===== config.mk =====
export PLATFORM = sky130hd
export DESIGN_NAME = mem_arbiter
export DESIGN_NICKNAME = d
export VERILOG_FILES = /design/src/rtl/mem_arbiter.sv
export SDC_FILE = /design/constraint.sdc
export NUM_CORES = 1
export LEC_CHECK = 0
export ABC_AREA = 1
export CORE_UTILIZATION = 36
export DETAILED_ROUTE_END_ITERATION = 10
export PLACE_DENSITY_LB_ADDON = 0.15
export SLEW_MARGIN = 30
export SYNTH_ARGS = -nofsm -noshare
export SYNTH_HDL_FRONTEND = slang
export SYNTH_SLANG_ARGS = --single-unit

===== constraint.sdc =====
create_clock -name clk -period 1.7 [get_ports clk]
set_clock_uncertainty 0.1 [all_clocks]
set_input_delay 0.34 -clock clk [delete_from_list [all_inputs] [get_ports clk]]
set_output_delay 0.34 -clock clk [all_outputs]
set_load 0.005 [all_outputs]

===== src/rtl/mem_arbiter.sv =====
// rtl/mem_arbiter.sv - three-requester single-port RAM arbiter (fetch, data, debug)
module mem_arbiter #(
    parameter int ADDR_WIDTH = 8
) (
    input  logic                  clk,
    input  logic                  resetn,
    input  logic                  if_req,
    input  logic [31:0]           if_addr,
    output logic                  if_ack,
    output logic [31:0]           if_rdata,
    input  logic                  d_req,
    input  logic                  d_we,
    input  logic [31:0]           d_addr,
    input  logic [31:0]           d_wdata,
    input  logic [3:0]            d_wmask,
    output logic                  d_ack,
    output logic [31:0]           d_rdata,
    input  logic                  g_req,
    input  logic                  g_we,
    input  logic [31:0]           g_addr,
    input  logic [31:0]           g_wdata,
    output logic                  g_ack,
    output logic [31:0]           g_rdata,
    output logic                  ram_en,
    output logic [3:0]            ram_we,
    output logic [ADDR_WIDTH-1:0] ram_addr,
    output logic [31:0]           ram_wdata,
    input  logic [31:0]           ram_rdata,
    output logic                  addr_err,
    output logic                  busy
);

    typedef enum logic [1:0] {S_IDLE, S_ISSUE, S_RESP} state_t;
    typedef enum logic [1:0] {G_IF, G_D, G_G} grant_t;

    state_t state, state_nxt;
    grant_t grant_q, winner;

    logic        last_is_data_q;
    logic        wr_q;
    logic        oor_q;
    logic        any_req;
    logic [31:0] sel_addr;
    logic [31:0] sel_wdata;
    logic        sel_we;
    logic [3:0]  sel_ram_we;
    logic        sel_oor;
    logic [31:0] resp_data;
    logic [31:0] if_rdata_q;
    logic [31:0] d_rdata_q;
    logic [31:0] g_rdata_q;
    logic        unused_addr_bits;

    assign any_req = if_req | d_req | g_req;

    // Debug always wins; the CPU ports alternate only when they collide.
    always_comb begin
        winner = G_D;
        if (g_req) begin
            winner = G_G;
        end else if (if_req && d_req) begin
            winner = last_is_data_q ? G_IF : G_D;
        end else if (if_req) begin
            winner = G_IF;
        end
    end

    always_comb begin
        sel_addr   = if_addr;
        sel_wdata  = 32'h0;
        sel_we     = 1'b0;
        sel_ram_we = 4'b0000;
        case (winner)
            G_D: begin
                sel_addr   = d_addr;
                sel_wdata  = d_wdata;
                sel_we     = d_we;
                sel_ram_we = d_we ? d_wmask : 4'b0000;
            end
            G_G: begin
                sel_addr   = g_addr;
                sel_wdata  = g_wdata;
                sel_we     = g_we;
                sel_ram_we = g_we ? 4'b1111 : 4'b0000;
            end
            default: begin
                sel_addr   = if_addr;
                sel_wdata  = 32'h0;
                sel_we     = 1'b0;
                sel_ram_we = 4'b0000;
            end
        endcase
    end

    assign sel_oor          = |sel_addr[31:ADDR_WIDTH+2];
    assign unused_addr_bits = ^sel_addr[1:0];

    always_ff @(posedge clk) begin
        if (!resetn) begin
            state <= S_IDLE;
        end else begin
            state <= state_nxt;
        end
    end

    always_comb begin
        state_nxt = state;
        case (state)
            S_IDLE:  state_nxt = any_req ? S_ISSUE : S_IDLE;
            S_ISSUE: state_nxt = S_RESP;
            S_RESP:  state_nxt = S_IDLE;
            default: state_nxt = S_IDLE;
        endcase
    end

    // RAM strobes are registered at grant so they are live for exactly the ISSUE cycle.
    always_ff @(posedge clk) begin
        if (!resetn) begin
            grant_q        <= G_IF;
            last_is_data_q <= 1'b1;
            wr_q           <= 1'b0;
            oor_q          <= 1'b0;
            ram_en         <= 1'b0;
            ram_we         <= 4'b0000;
            ram_addr       <= '0;
            ram_wdata      <= 32'h0;
        end else begin
            ram_en <= 1'b0;
            ram_we <= 4'b0000;
            if (state == S_IDLE && any_req) begin
                grant_q   <= winner;
                wr_q      <= sel_we;
                oor_q     <= sel_oor;
                ram_en    <= !sel_oor;
                ram_we    <= sel_oor ? 4'b0000 : sel_ram_we;
                ram_addr  <= sel_addr[ADDR_WIDTH+1:2];
                ram_wdata <= sel_wdata;
                if (winner != G_G) begin
                    last_is_data_q <= (winner == G_D);
                end
            end
        end
    end

    assign busy      = (state != S_IDLE);
    assign if_ack    = (state == S_RESP) && (grant_q == G_IF);
    assign d_ack     = (state == S_RESP) && (grant_q == G_D);
    assign g_ack     = (state == S_RESP) && (grant_q == G_G);
    assign addr_err  = (state == S_RESP) && oor_q;
    assign resp_data = (wr_q || oor_q) ? 32'h0 : ram_rdata;

    // RAM data arrives in RESP, so the response word passes straight through
    // that cycle and is held in a shadow register afterwards.
    assign if_rdata = if_ack ? resp_data : if_rdata_q;
    assign d_rdata  = d_ack  ? resp_data : d_rdata_q;
    assign g_rdata  = g_ack  ? resp_data : g_rdata_q;

    always_ff @(posedge clk) begin
        if (!resetn) begin
            if_rdata_q <= 32'h0;
            d_rdata_q  <= 32'h0;
            g_rdata_q  <= 32'h0;
        end else begin
            if_rdata_q <= if_rdata;
            d_rdata_q  <= d_rdata;
            g_rdata_q  <= g_rdata;
        end
    end

endmodule


## Yosys cells after proc, flatten, opt, wreduce, memory -nomap -nowiden

Cells that the tools add are included.

| word-level totals | value |
|---|---|
| register bits after elaboration | 148 |
| input bits | 203 |
| output and inout bits | 146 |
| logic and storage cells | 54 |

| cells by class | value |
|---|---|
| equality and inequality tests | 7 |
| multiplexer cells | 16 |
| bitwise gates (word level) | 4 |
| reductions and logical operators | 15 |

Operator list:

| cell | number |
|---|---|
| $mux 32 | 4 |
| $pmux 32 s2 | 2 |
| $reduce_or 24->1 | 1 |
| $reduce_or 22->1 | 1 |
| $mux 4 | 2 |
| $pmux 4 s2 | 1 |
| $eq 2x1->1 const B | 3 |
| $eq 2x2->1 const B | 3 |
| $logic_and 1x1->1 | 6 |
| $logic_not 2->1 | 2 |
| $mux 1 | 4 |
| $pmux 2 s2 | 1 |
| $reduce_and 2->1 | 2 |
| $mux 2 | 1 |
| $ne 2x2->1 const B | 1 |
| $not 1->1 | 2 |
| $or 1x1->1 | 2 |
| $pmux 1 s2 | 1 |
| $reduce_bool 2->1 | 1 |
| $logic_not 1->1 | 1 |
| $logic_or 1x1->1 | 1 |

## Logic depth before layout (Yosys ltp)

| logic depth | value |
|---|---|
| depth in word-level cells | 7 |
| mapped depth | 9 |
| depth with buffers taken out | 9 |

## Worst setup path after synthesis

Ideal clock, no wire load.

| path | value |
|---|---|
| kind | register to output |
| start | register grant_q[1] |
| end | output g_rdata[21] |
| arrival | 1.229 ns |
| required time | 1.260 ns |
| slack | 0.031 ns |
| cell stages (with the launch flop) | 7 |
| path buffers | 1 |
| cells stage by stage | dfxtp_1 -> inv_2 -> nor3_4 -> inv_2 -> clkbuf_8 -> nand2_1 -> nand2_1 |

| between the ends | value |
|---|---|
| cells in the longest elaborated chain, start to end | 3 |

Ends and longest elaborated chain:

| what | RTL line | text |
|---|---|---|
| start, declared | 37 | `grant_t grant_q, winner;` |
| start signal, assigned | 131 | `grant_q <= winner;` |
| $eq 2x2->1 | 148 | `assign g_ack = (state == S_RESP) && (grant_q == G_G);` |
| $logic_and 1x1->1 | 148 |  |
| $mux 32 | 156 | `assign g_rdata = g_ack ? resp_data : g_rdata_q;` |
| end, declared | 23 | `output logic [31:0] g_rdata,` |

Every way passes these cells.

## Final worst setup path

| path | value |
|---|---|
| start | register state[1] |
| end | output if_rdata[13] |

| between the ends | value |
|---|---|
| cells in the longest elaborated chain, start to end | 3 |

Ends and longest elaborated chain:

| what | RTL line | text |
|---|---|---|
| start, declared | 36 | `state_t state, state_nxt;` |
| start signal, assigned | 102 | `state <= state_nxt;` |
| $eq 2x2->1 | 146 | `assign if_ack = (state == S_RESP) && (grant_q == G_IF);` |
| $logic_and 1x1->1 | 146 |  |
| $mux 32 | 154 | `assign if_rdata = if_ack ? resp_data : if_rdata_q;` |
| end, declared | 10 | `output logic [31:0] if_rdata,` |

Every way passes these cells.

==> flow_summary.ini <==
[layout]
layout.nets = 1678
fin_cells = 1717
mostFrequentLayoutCells = nand2_1, clkdlybuf4s50_1, dfxtp_1, buf_4, nand2_2
area_growth_pct = 110.3
antennaDiodeCount = 0
layout_commonest_cell = nand2_1
fillers = 1245
drive_gt1_frac = 0.4200
final_area_um2 = 13900
multi_input_area_um2 = 4188
register_area_um2 = 2970

[clock_tree]
cts-root-buf = clkbuf_16
clk_latency_ns = 0.42
clk_path_buf_depth = 2
cts_tree = done
cts.clk_slew.worst_paths_ns = 0.06
cts_buffers = 17
h-tree-depth = 4
cts_sinks = 148

[die]
die-area_um2 = 18900
start_util = 0.3679
ioPinCount = 349
fp.dieW_um = 137.5
die_h_um = 137.5
fp.coreArea_um2 = 17960
fp-row-count = 49

[setup_path]
crit_path_cell_trace = inv_2, nor2_2, inv_2, buf_6, nor3_4, buf_12, buf_8, buf_12, buf_6, nand2_2, nand2_1, buf_2
rr_startpoint = state[1]$_SDFF_PN0_
cp_slowest_cell = dfxtp_2
critPathCaptureType = primary output
reg2reg_slack_ns = -0.18
max_stage_delay_ns = 0.33
required_ns = 1.26
cp_top_family = buffers and inverters
cp-startpoint = state[1]$_SDFF_PN0_
cp_max_fo = 7
worst_r2r_endpoint = g_rdata_q[24]$_SDFF_PN0_
r2r_cells = 13
path_buf_inv = 8
cp.arrival_ns = 1.98
worstSetupStartpointType = flop
path_class = flop to primary output

[yosys]
syn-num-nets = 1158
synth_area_leaders = dfxtp_1, nand2_1, a21oi_1
syn_area_um2 = 6609
synth_edf_count = 0
ys_ff_latch = 148
synth_flop_cell = dfxtp_1
ys_seq_area_frac = 0.4483
netlist_instances = 955
async_flop_share = 0
synth_top_area_frac = 0.4483
yosysUniqueCellTypes = 27
synth.largest_area_cell = dfxtp_1
ys_warn_count = 0
syn_area_per_cell_um2 = 6.920

[grt]
grt-ovfl-total = 0
antenna_found_initial = 0
track_usage = 0.2827
grt_pass1_wl_mm = 40.54
grt_max_degree = 41
grt_pass1_vias = 7953

[detailed_routing]
vias = 8579
drt_wl_total_mm = 30.61
dr.pass1.iters = 5
antenna_left = 0
drc = 0
drt-initial-drc-count = 361
wl_per_cell_um = 17.83
viasPerCell = 4.997

[sta]
drv_slew = 0
max_freq_ghz = 0.4125
hold_viol = 0
setup_viol = 122
slew_headroom = 0.6404
setup_ws_ns = -0.7244
rsz0062_at_grt = true
layout_min_cycle_time_ns = 2.424
tightest_slew_ns = 0.5374
post-route-period-util = 1.426

[placement]
dp_cells = 1606
hpwl_mm = 18.18
place_congestion = 0.8238
port_buffers = 342
post_dp_cell_area_um2 = 11290

[status]
status = finished with violations
violations = setup timing

[min_path]
worstHoldStart = ram_wdata[20]$_SDFFE_PN0N_
hold_class = flop to flop
worstHoldPathCells = 2
worstHoldEndpoint = ram_wdata[20]$_SDFFE_PN0N_

[power_and_ir_drop]
irDropWorstVdd_uv = 710.5
leakagePower_nw = 6.851
powerDensity_nw_per_um2 = 720.1

[job]
maxCapViolations = 0
-- cell usage after synthesis (3+ instances only) --
cell type  instances
a21oi_1          140
a22o_1            32
a31oi_1            8
buf_2             18
buf_4              3
buf_6             10
clkbuf_1          23
dfxtp_1          148
inv_1             54
inv_2              8
nand2_1          393
nand2_2            6
nand3_1           10
nor2_1            64
nor3_1             8
nor3_4             3
o21ai_0           13
or2_2              4
-- worst register-to-register path: cells and delay by family (launching register included) --
family / cells / cell delay, ns
flip-flops: 1 / 0.33
AND/OR/NAND/NOR: 3 / 0.27
buffers and inverters: 9 / 1.00
AO/OA/AOI/OAI: 1 / 0.12
-- metal layers --
layer,share of wire,track usage
met1,0.38,0.3260
met2,0.49,0.4852
met4,0.060,0.1502
met5,0,0
met3,0.064,0.06291
-- cell type report --
class	instances	share of cell area
clock buffer	19	0.03115
clock inverter	13	0.01594
inverter	63	0.01963
multi-input combinational	689	0.3013
sequential	148	0.2137
tap	229	0.02062
timing repair buffer	556	0.3976
-- metrics by stage --
stage / hold WS [ns] / utilization / worst slack, ns / TNS (ns) / total power [mW]
after CTS: 0.3205 / 0.7126 / -0.7888 / -69.71 / 9.781
after detailed placement: 0.3233 / 0.6283 / -0.5749 / -59.03 / 5.532
after global routing: 0.3765 / 0.7736 / -0.8107 / -73.32 / 10.34
after global placement: 0.3070 / 0.6283 / -0.6209 / -57.50 / 5.521
after floorplan: 0.2991 / - / 0.03071 / 0 / 4.368
final: 0.3612 / 0.7736 / -0.7244 / -63.16 / 10.01
-- worst max-delay path by stage --
stage / cells past startpoint / end
after floorplan: 6 / g_rdata[21]
after global placement: 6 / g_rdata[31]
after global routing: 12 / if_rdata[13]
after detailed placement: 6 / g_rdata[31]
after CTS: 12 / d_rdata[30]
final: 12 / if_rdata[13]
-- report_power, final --
group	internal [mW]	switching (mW)	total [mW]
logic	1.12	0.980	2.10
registers	3.60	0.0703	3.67
clock network	2.64	1.60	4.24
-- cells by family (layout without fill, tap and decap cells) --
group	after synthesis	in the layout	synth area share
compound gates	196	196	0.1693
simple gates	493	493	0.2974
buf+inv	118	651	0.08500
flops	148	148	0.4483
-- sequential cells by signal (all words and copies together), names as in the netlist, 2 cells and up --
signal	cells
g_rdata_q	32
ram_we	4
grant_q	2
state	2
ram_wdata	32
if_rdata_q	32
ram_addr	8
d_rdata_q	32
-- timing repair --
action	4_1_cts	5_1_grt
hold buffers	0	0
hold endpoints to repair	0	0
buffers inserted	49	29
pin swaps	54	74
cloned	8	3
resized for setup	631	272
setup endpoints to repair	143	175
Power figures use the tool's default switching activity.
